--- config.mk ---
export PLATFORM = sky130hd
export DESIGN_NAME = console_writer
export DESIGN_NICKNAME = d
export VERILOG_FILES = /design/src/rtl/console_writer.sv
export SDC_FILE = /design/constraint.sdc
export NUM_CORES = 1
export LEC_CHECK = 0
export ABC_AREA = 1
export CAP_MARGIN = 40
export CORE_AREA = 2 2 124 102
export CTS_CLUSTER_DIAMETER = 150
export DETAILED_ROUTE_END_ITERATION = 8
export DIE_AREA = 0 0 126 104
export HOLD_SLACK_MARGIN = 0.1
export PLACE_DENSITY = 0.48
export SLEW_MARGIN = 10
export SYNTH_ARGS = -nofsm -noshare
export SYNTH_HDL_FRONTEND = slang
export SYNTH_SLANG_ARGS = --single-unit
--- constraint.sdc ---
create_clock -name i_clk -period 1.9 [get_ports i_clk]
set_clock_uncertainty 0.1 [all_clocks]
set_input_delay 0.285 -clock i_clk [delete_from_list [all_inputs] [get_ports i_clk]]
set_output_delay 0.285 -clock i_clk [all_outputs]
set_load 0.01 [all_outputs]
--- src/rtl/console_writer.sv ---
// console_writer: text-console front end sitting between a character source
// and the vram write port. Owns the cursor, issues every vram write (glyphs,
// backspace erase, line clears), and scrolls the display by advancing top_row
// and blanking the freshly exposed line.
module console_writer #(
  parameter int          COLS           = 100,
  parameter int          ROWS           = 30,
  parameter int          COL_BITS       = 7,
  parameter int          ROW_BITS       = 5,
  parameter logic [7:0]  BLANK          = 8'h20,
  parameter bit          CLEAR_ON_RESET = 1'b1
) (
  input  logic                i_clk,
  input  logic                i_reset,
  input  logic                i_char_valid,
  output logic                o_char_ready,
  input  logic [7:0]          i_char_data,
  output logic                o_vram_write_valid,
  input  logic                i_vram_write_ready,
  output logic [ROW_BITS-1:0] o_vram_write_row,
  output logic [COL_BITS-1:0] o_vram_write_col,
  output logic [7:0]          o_vram_write_char,
  output logic [ROW_BITS-1:0] o_top_row,
  output logic [ROW_BITS-1:0] o_cursor_row,
  output logic [COL_BITS-1:0] o_cursor_col,
  output logic                o_busy
);

  typedef enum logic [1:0] {
    S_INIT,
    S_IDLE,
    S_PUT,
    S_CLEAR
  } state_t;

  // The power-up clear is optional; without it we come up ready for input.
  localparam state_t RESET_STATE = CLEAR_ON_RESET ? S_INIT : S_IDLE;

  // Explicit end-of-range constants: COLS/ROWS need not be powers of two, so
  // counters are always wrapped by comparison, never by overflow.
  localparam logic [COL_BITS-1:0] LAST_COL = COL_BITS'(COLS - 1);
  localparam logic [ROW_BITS-1:0] LAST_ROW = ROW_BITS'(ROWS - 1);
  localparam logic [COL_BITS-1:0] COL_ONE  = COL_BITS'(1);
  localparam logic [ROW_BITS-1:0] ROW_ONE  = ROW_BITS'(1);

  localparam logic [7:0] CODE_BS = 8'h08;
  localparam logic [7:0] CODE_LF = 8'h0A;
  localparam logic [7:0] CODE_CR = 8'h0D;

  state_t r_state, w_state;

  logic                r_valid,  w_valid;
  logic [ROW_BITS-1:0] r_wrow,   w_wrow;
  logic [COL_BITS-1:0] r_wcol,   w_wcol;
  logic [7:0]          r_wchar,  w_wchar;
  logic [ROW_BITS-1:0] r_crow,   w_crow;
  logic [COL_BITS-1:0] r_ccol,   w_ccol;
  logic [ROW_BITS-1:0] r_top,    w_top;
  logic                r_put_bs, w_put_bs;

  logic                w_do_nl;
  logic                w_printable;
  logic [ROW_BITS-1:0] w_nl_row;
  logic [ROW_BITS-1:0] w_nl_top;
  logic                w_nl_scroll;

  // Where a newline would land, and whether landing there needs a scroll
  // because the ring has come round to the row currently shown at the top.
  assign w_nl_row    = (r_crow == LAST_ROW) ? '0 : r_crow + ROW_ONE;
  assign w_nl_top    = (r_top == LAST_ROW) ? '0 : r_top + ROW_ONE;
  assign w_nl_scroll = (w_nl_row == r_top);
  assign w_printable = (i_char_data >= 8'h20) && (i_char_data <= 8'h7E);

  // Next-state and next-datapath decode; every register holds by default.
  always_comb begin
    w_state  = r_state;
    w_valid  = r_valid;
    w_wrow   = r_wrow;
    w_wcol   = r_wcol;
    w_wchar  = r_wchar;
    w_crow   = r_crow;
    w_ccol   = r_ccol;
    w_top    = r_top;
    w_put_bs = r_put_bs;
    w_do_nl  = 1'b0;

    case (r_state)
      S_INIT: begin
        if (!r_valid) begin
          w_valid = 1'b1;
          w_wrow  = '0;
          w_wcol  = '0;
          w_wchar = BLANK;
        end else if (i_vram_write_ready) begin
          if (r_wcol == LAST_COL) begin
            w_wcol = '0;
            if (r_wrow == LAST_ROW) begin
              w_valid = 1'b0;
              w_state = S_IDLE;
            end else begin
              w_wrow = r_wrow + ROW_ONE;
            end
          end else begin
            w_wcol = r_wcol + COL_ONE;
          end
        end
      end

      S_IDLE: begin
        if (i_char_valid) begin
          if (w_printable) begin
            w_state  = S_PUT;
            w_valid  = 1'b1;
            w_wrow   = r_crow;
            w_wcol   = r_ccol;
            w_wchar  = i_char_data;
            w_put_bs = 1'b0;
          end else if (i_char_data == CODE_CR) begin
            w_ccol = '0;
          end else if (i_char_data == CODE_LF) begin
            w_do_nl = 1'b1;
          end else if (i_char_data == CODE_BS) begin
            if (r_ccol != '0) begin
              w_ccol   = r_ccol - COL_ONE;
              w_state  = S_PUT;
              w_valid  = 1'b1;
              w_wrow   = r_crow;
              w_wcol   = r_ccol - COL_ONE;
              w_wchar  = BLANK;
              w_put_bs = 1'b1;
            end
          end
        end
      end

      S_PUT: begin
        if (i_vram_write_ready) begin
          w_valid = 1'b0;
          w_state = S_IDLE;
          if (!r_put_bs) begin
            if (r_ccol == LAST_COL) begin
              w_do_nl = 1'b1;
            end else begin
              w_ccol = r_ccol + COL_ONE;
            end
          end
        end
      end

      S_CLEAR: begin
        if (i_vram_write_ready) begin
          if (r_wcol == LAST_COL) begin
            w_valid = 1'b0;
            w_state = S_IDLE;
          end else begin
            w_wcol = r_wcol + COL_ONE;
          end
        end
      end

      default: begin
        w_state = S_IDLE;
        w_valid = 1'b0;
      end
    endcase

    if (w_do_nl) begin
      w_ccol  = '0;
      w_crow  = w_nl_row;
      if (w_nl_scroll) begin
        w_top = w_nl_top;
      end
      w_state = S_CLEAR;
      w_valid = 1'b1;
      w_wrow  = w_nl_row;
      w_wcol  = '0;
      w_wchar = BLANK;
    end
  end

  // State register; reset restarts the power-up clear if it is enabled.
  always_ff @(posedge i_clk or posedge i_reset) begin
    if (i_reset) begin
      r_state <= RESET_STATE;
    end else begin
      r_state <= w_state;
    end
  end

  // Write port, cursor and scroll registers; reset abandons any pending beat.
  always_ff @(posedge i_clk or posedge i_reset) begin
    if (i_reset) begin
      r_valid  <= 1'b0;
      r_wrow   <= '0;
      r_wcol   <= '0;
      r_wchar  <= '0;
      r_crow   <= '0;
      r_ccol   <= '0;
      r_top    <= '0;
      r_put_bs <= 1'b0;
    end else begin
      r_valid  <= w_valid;
      r_wrow   <= w_wrow;
      r_wcol   <= w_wcol;
      r_wchar  <= w_wchar;
      r_crow   <= w_crow;
      r_ccol   <= w_ccol;
      r_top    <= w_top;
      r_put_bs <= w_put_bs;
    end
  end

  assign o_char_ready       = (r_state == S_IDLE);
  assign o_busy             = (r_state != S_IDLE);
  assign o_vram_write_valid = r_valid;
  assign o_vram_write_row   = r_wrow;
  assign o_vram_write_col   = r_wcol;
  assign o_vram_write_char  = r_wchar;
  assign o_top_row          = r_top;
  assign o_cursor_row       = r_crow;
  assign o_cursor_col       = r_ccol;

endmodule

==> qor.yml <==
worst_setup_path:
  cp_num_buf_inv: 1
  crit_required_ns: 1.98
  worstPathArrival_ns: 2.06
  reg2regPathDepth: 11
  crit_family: "simple AND/OR/NAND/NOR gates"
  rr_endpoint: "o_vram_write_row[1]"
  critPathLaunchType: "flip-flop"
  cpPeakStageDelay_ns: 0.39
  crit_path_end_kind: "flip-flop"
  path_common_cell: "nand2_1"
  r2r-start: "o_cursor_col[4]"
  path_cells: "buf_4, nor2_1, nand4_1, nand2_1, nand2_2, nand2_2, nand3_4, nand2_4, nor2_4, nand2_1, nand2_1"
  critPathMaxFanout: 6
  crit_type: "reg2reg"
  critical-path-slowest-cell: "dfrtp_1"
  r2r_setup_slack_ns: -0.08
cells_and_area:
  drive_gt1_share_pct: 27.4
  fillers: 1235
  diodes: 0
  final_nets: 664
  layout-area-overhead-vs-synth_pct: 50.1
  fin_util_pct: 43.7
synthesis:
  synth_top_area_share_pct: 29.7
  synth.most_common_cell: "nand2_1"
  synthArstFlopShare_pct: 100
  synth.area.top_cells: "dfrtp_1, nand2_1, nand3_1"
  syn_avg_cell_area_um2: 6.74
  synthTopCellsByCount: "nand2_1, nand3_1, nor2_1, inv_1, dfrtp_1"
  synth_top_flop_cell: "dfrtp_1"
  synth_largest_area_cell: "dfrtp_1"
  synth_edf_count: 0
  synth_warnings: 0
  synth-seq-cells: 41
  syn-instance-count: 513
  syn_nets: 540
  synthDistinctLibCells: 37
  synth_area_um2: 3460
  ys_seq_area_share_pct: 29.7
sta:
  worst_pin_slew_ns: 0.308
  finalHoldViolCount: 0
  final-setup-viol-count: 23
  fin_hold_ws_ns: 0.0969
  final-max-slew-violation-count: 0
  slew_headroom_pct: 79.4
  finalCritPeriodShare_pct: 104
  post-route-min-period_ns: 1.98
  max_freq_mhz: 504
  worst_slack_ns: -0.0825
  finalSetupTns_ns: -1.15
  rsz0062_at_grt: "yes"
clocking:
  clock_path_buffers: 2
  clk_latency_ns: 0.29
  cts_root_buf: "clkbuf_16"
  clk_pin_slew_ns: 0.06
  cts-hold-fix-buffers: 0
  cts.sinks: 41
  cts_buffers: 5
  cts_tree: "done"
  h-tree-depth: 2
die:
  core_area_um2: 11900
  dieHeight_um: 104
  die_area_um2: 13100
  die_w_um: 126
  ios: 52
  rows: 36
  initial_core_util_pct: 29.1
grt:
  grt_start_max_net_pins: 37
  track_usage_pct: 16.7
  grt_pass1_vias: 3565
  antenna_found_initial: 0
  overflow: 0
  grt_pass1_wl_mm: 17.9
outcome:
  run_status: "complete, but fails checks"
  violations: "setup timing"
routing:
  routed_wl_mm: 11.0
  drtIter0Drc: 233
  avgViaCountPerCell: 4.75
  drtPass1Iterations: 5
  wl_per_cell_um: 13.9
  ant_nets: 0
  drc: 0
  num_vias: 3751
job:
  maxCapViolCount: 0
place:
  place_congestion: 0.888
  preCtsSetupSlack_ns: -0.416
  hpwl_mm: 8.26
  io_buffers: 51
worst_hold_path:
  hold_path.class: "in2async"
power_and_ir_drop:
  ir_drop_uv: 301
  leakage_nw: 2.53
  p_per_area_nw_per_um2: 486
==> kinds of logic (layout without fill, tap and decap cells) <==
logic type                 count (synthesis)  in the layout  share of synthesized area [%]
xor gates and xnor gates                  19             19                           4.81
DFF                                       41             41                           29.7
buffers and inverters                     67            191                           8.90
adders and majority gates                 15             15                           5.42
AOI/OAI and AO/OA                         51             51                           8.75
and+or+nand+nor                          320            321                           42.5
==> placed cells by master, fill, tap and decap left out, types with 6 or more instances in the layout <==
cell,synthesis,layout
a21oi_1,11,11
buf_4,3,72
buf_6,5,7
clkdlybuf4s50_1,0,43
dfrtp_1,41,39
ha_1,15,9
inv_1,46,40
inv_2,2,6
nand2_1,157,134
nand2_2,3,23
nand3_1,65,52
nand3_2,3,11
nand3_4,2,8
nand4_1,21,21
nor2_1,54,51
o21ai_0,22,19
o21ai_2,6,6
xor2_1,14,13
==> area by class of cell <==
type                       count  area [um2]  area share [%]
multi-input combinational    406        2420            46.5
timing repair buffer         133        1190            22.9
clock buffer                   7         143            2.75
clock inverter                 1        30.0           0.578
tap                          152         190            3.66
inverter                      50         193            3.71
sequential                    41        1030            19.8
==> sequential cells by signal, indices dropped and copies added, names as in the netlist <==
register            count
r_put_bs                1
o_vram_write_col        7
o_cursor_col            7
o_cursor_row            5
o_vram_write_row        5
o_vram_write_valid      1
r_state                 2
o_top_row               5
o_vram_write_char       8
==> worst max path at each step <==
stage                    start                   end  slack (ns)  cells after the start
2_1_floorplan       r_state[0]  o_vram_write_char[0]       -0.04                     14
3_3_place_gp    i_char_data[1]   o_vram_write_col[5]       -0.41                     13
3_5_place_dp    i_char_data[1]   o_vram_write_col[1]       -0.42                     13
4_1_cts             r_state[0]  o_vram_write_char[5]       -0.10                     12
5_1_grt             r_state[0]   o_vram_write_row[4]       -0.22                     13
6_report       o_cursor_col[4]   o_vram_write_row[1]       -0.08                     11
==> repair_timing <==
item,CTS,global route
buffers inserted,10,7
pin swaps,24,21
cloned,1,0
endpoints found under the setup margin,37,42
resized for setup,35,45
endpoints found under the hold margin,0,0
==> worst register-to-register path, delay by kind of cell (launching register included) <==
kind	cells	cell delay [ns]
buffers and inverters	1	0.14
and+or+nand+nor	10	1.25
DFF	1	0.39
==> report_power, final <==
part | internal (W) | total (W) | switching [W] | leakage [nW]
logic | 0.000274 | 0.000558 | 0.000285 | 1.92
clock network | 0.000657 | 0.00102 | 0.000364 | 0.0841
registers | 0.000916 | 0.000945 | 0.0000293 | 0.526
==> layer usage <==
layer	wire length (um)	track usage (%)
met1	5550	24.7
met3	457	2.88
met5	0	0
met4	223	4.40
met2	4730	25.0
==> per-stage QoR <==
stage	std cells	power [W]	cell area [um2]
2_1_floorplan	513	0.00124	3520
3_5_place_dp	764	0.00149	4610
3_3_place_gp	764	0.00148	4610
5_1_grt	790	0.00265	5190
4_1_cts	783	0.00254	5000
6_report	790	0.00252	5190
Note: power is estimated with default switching activity, not from simulation.
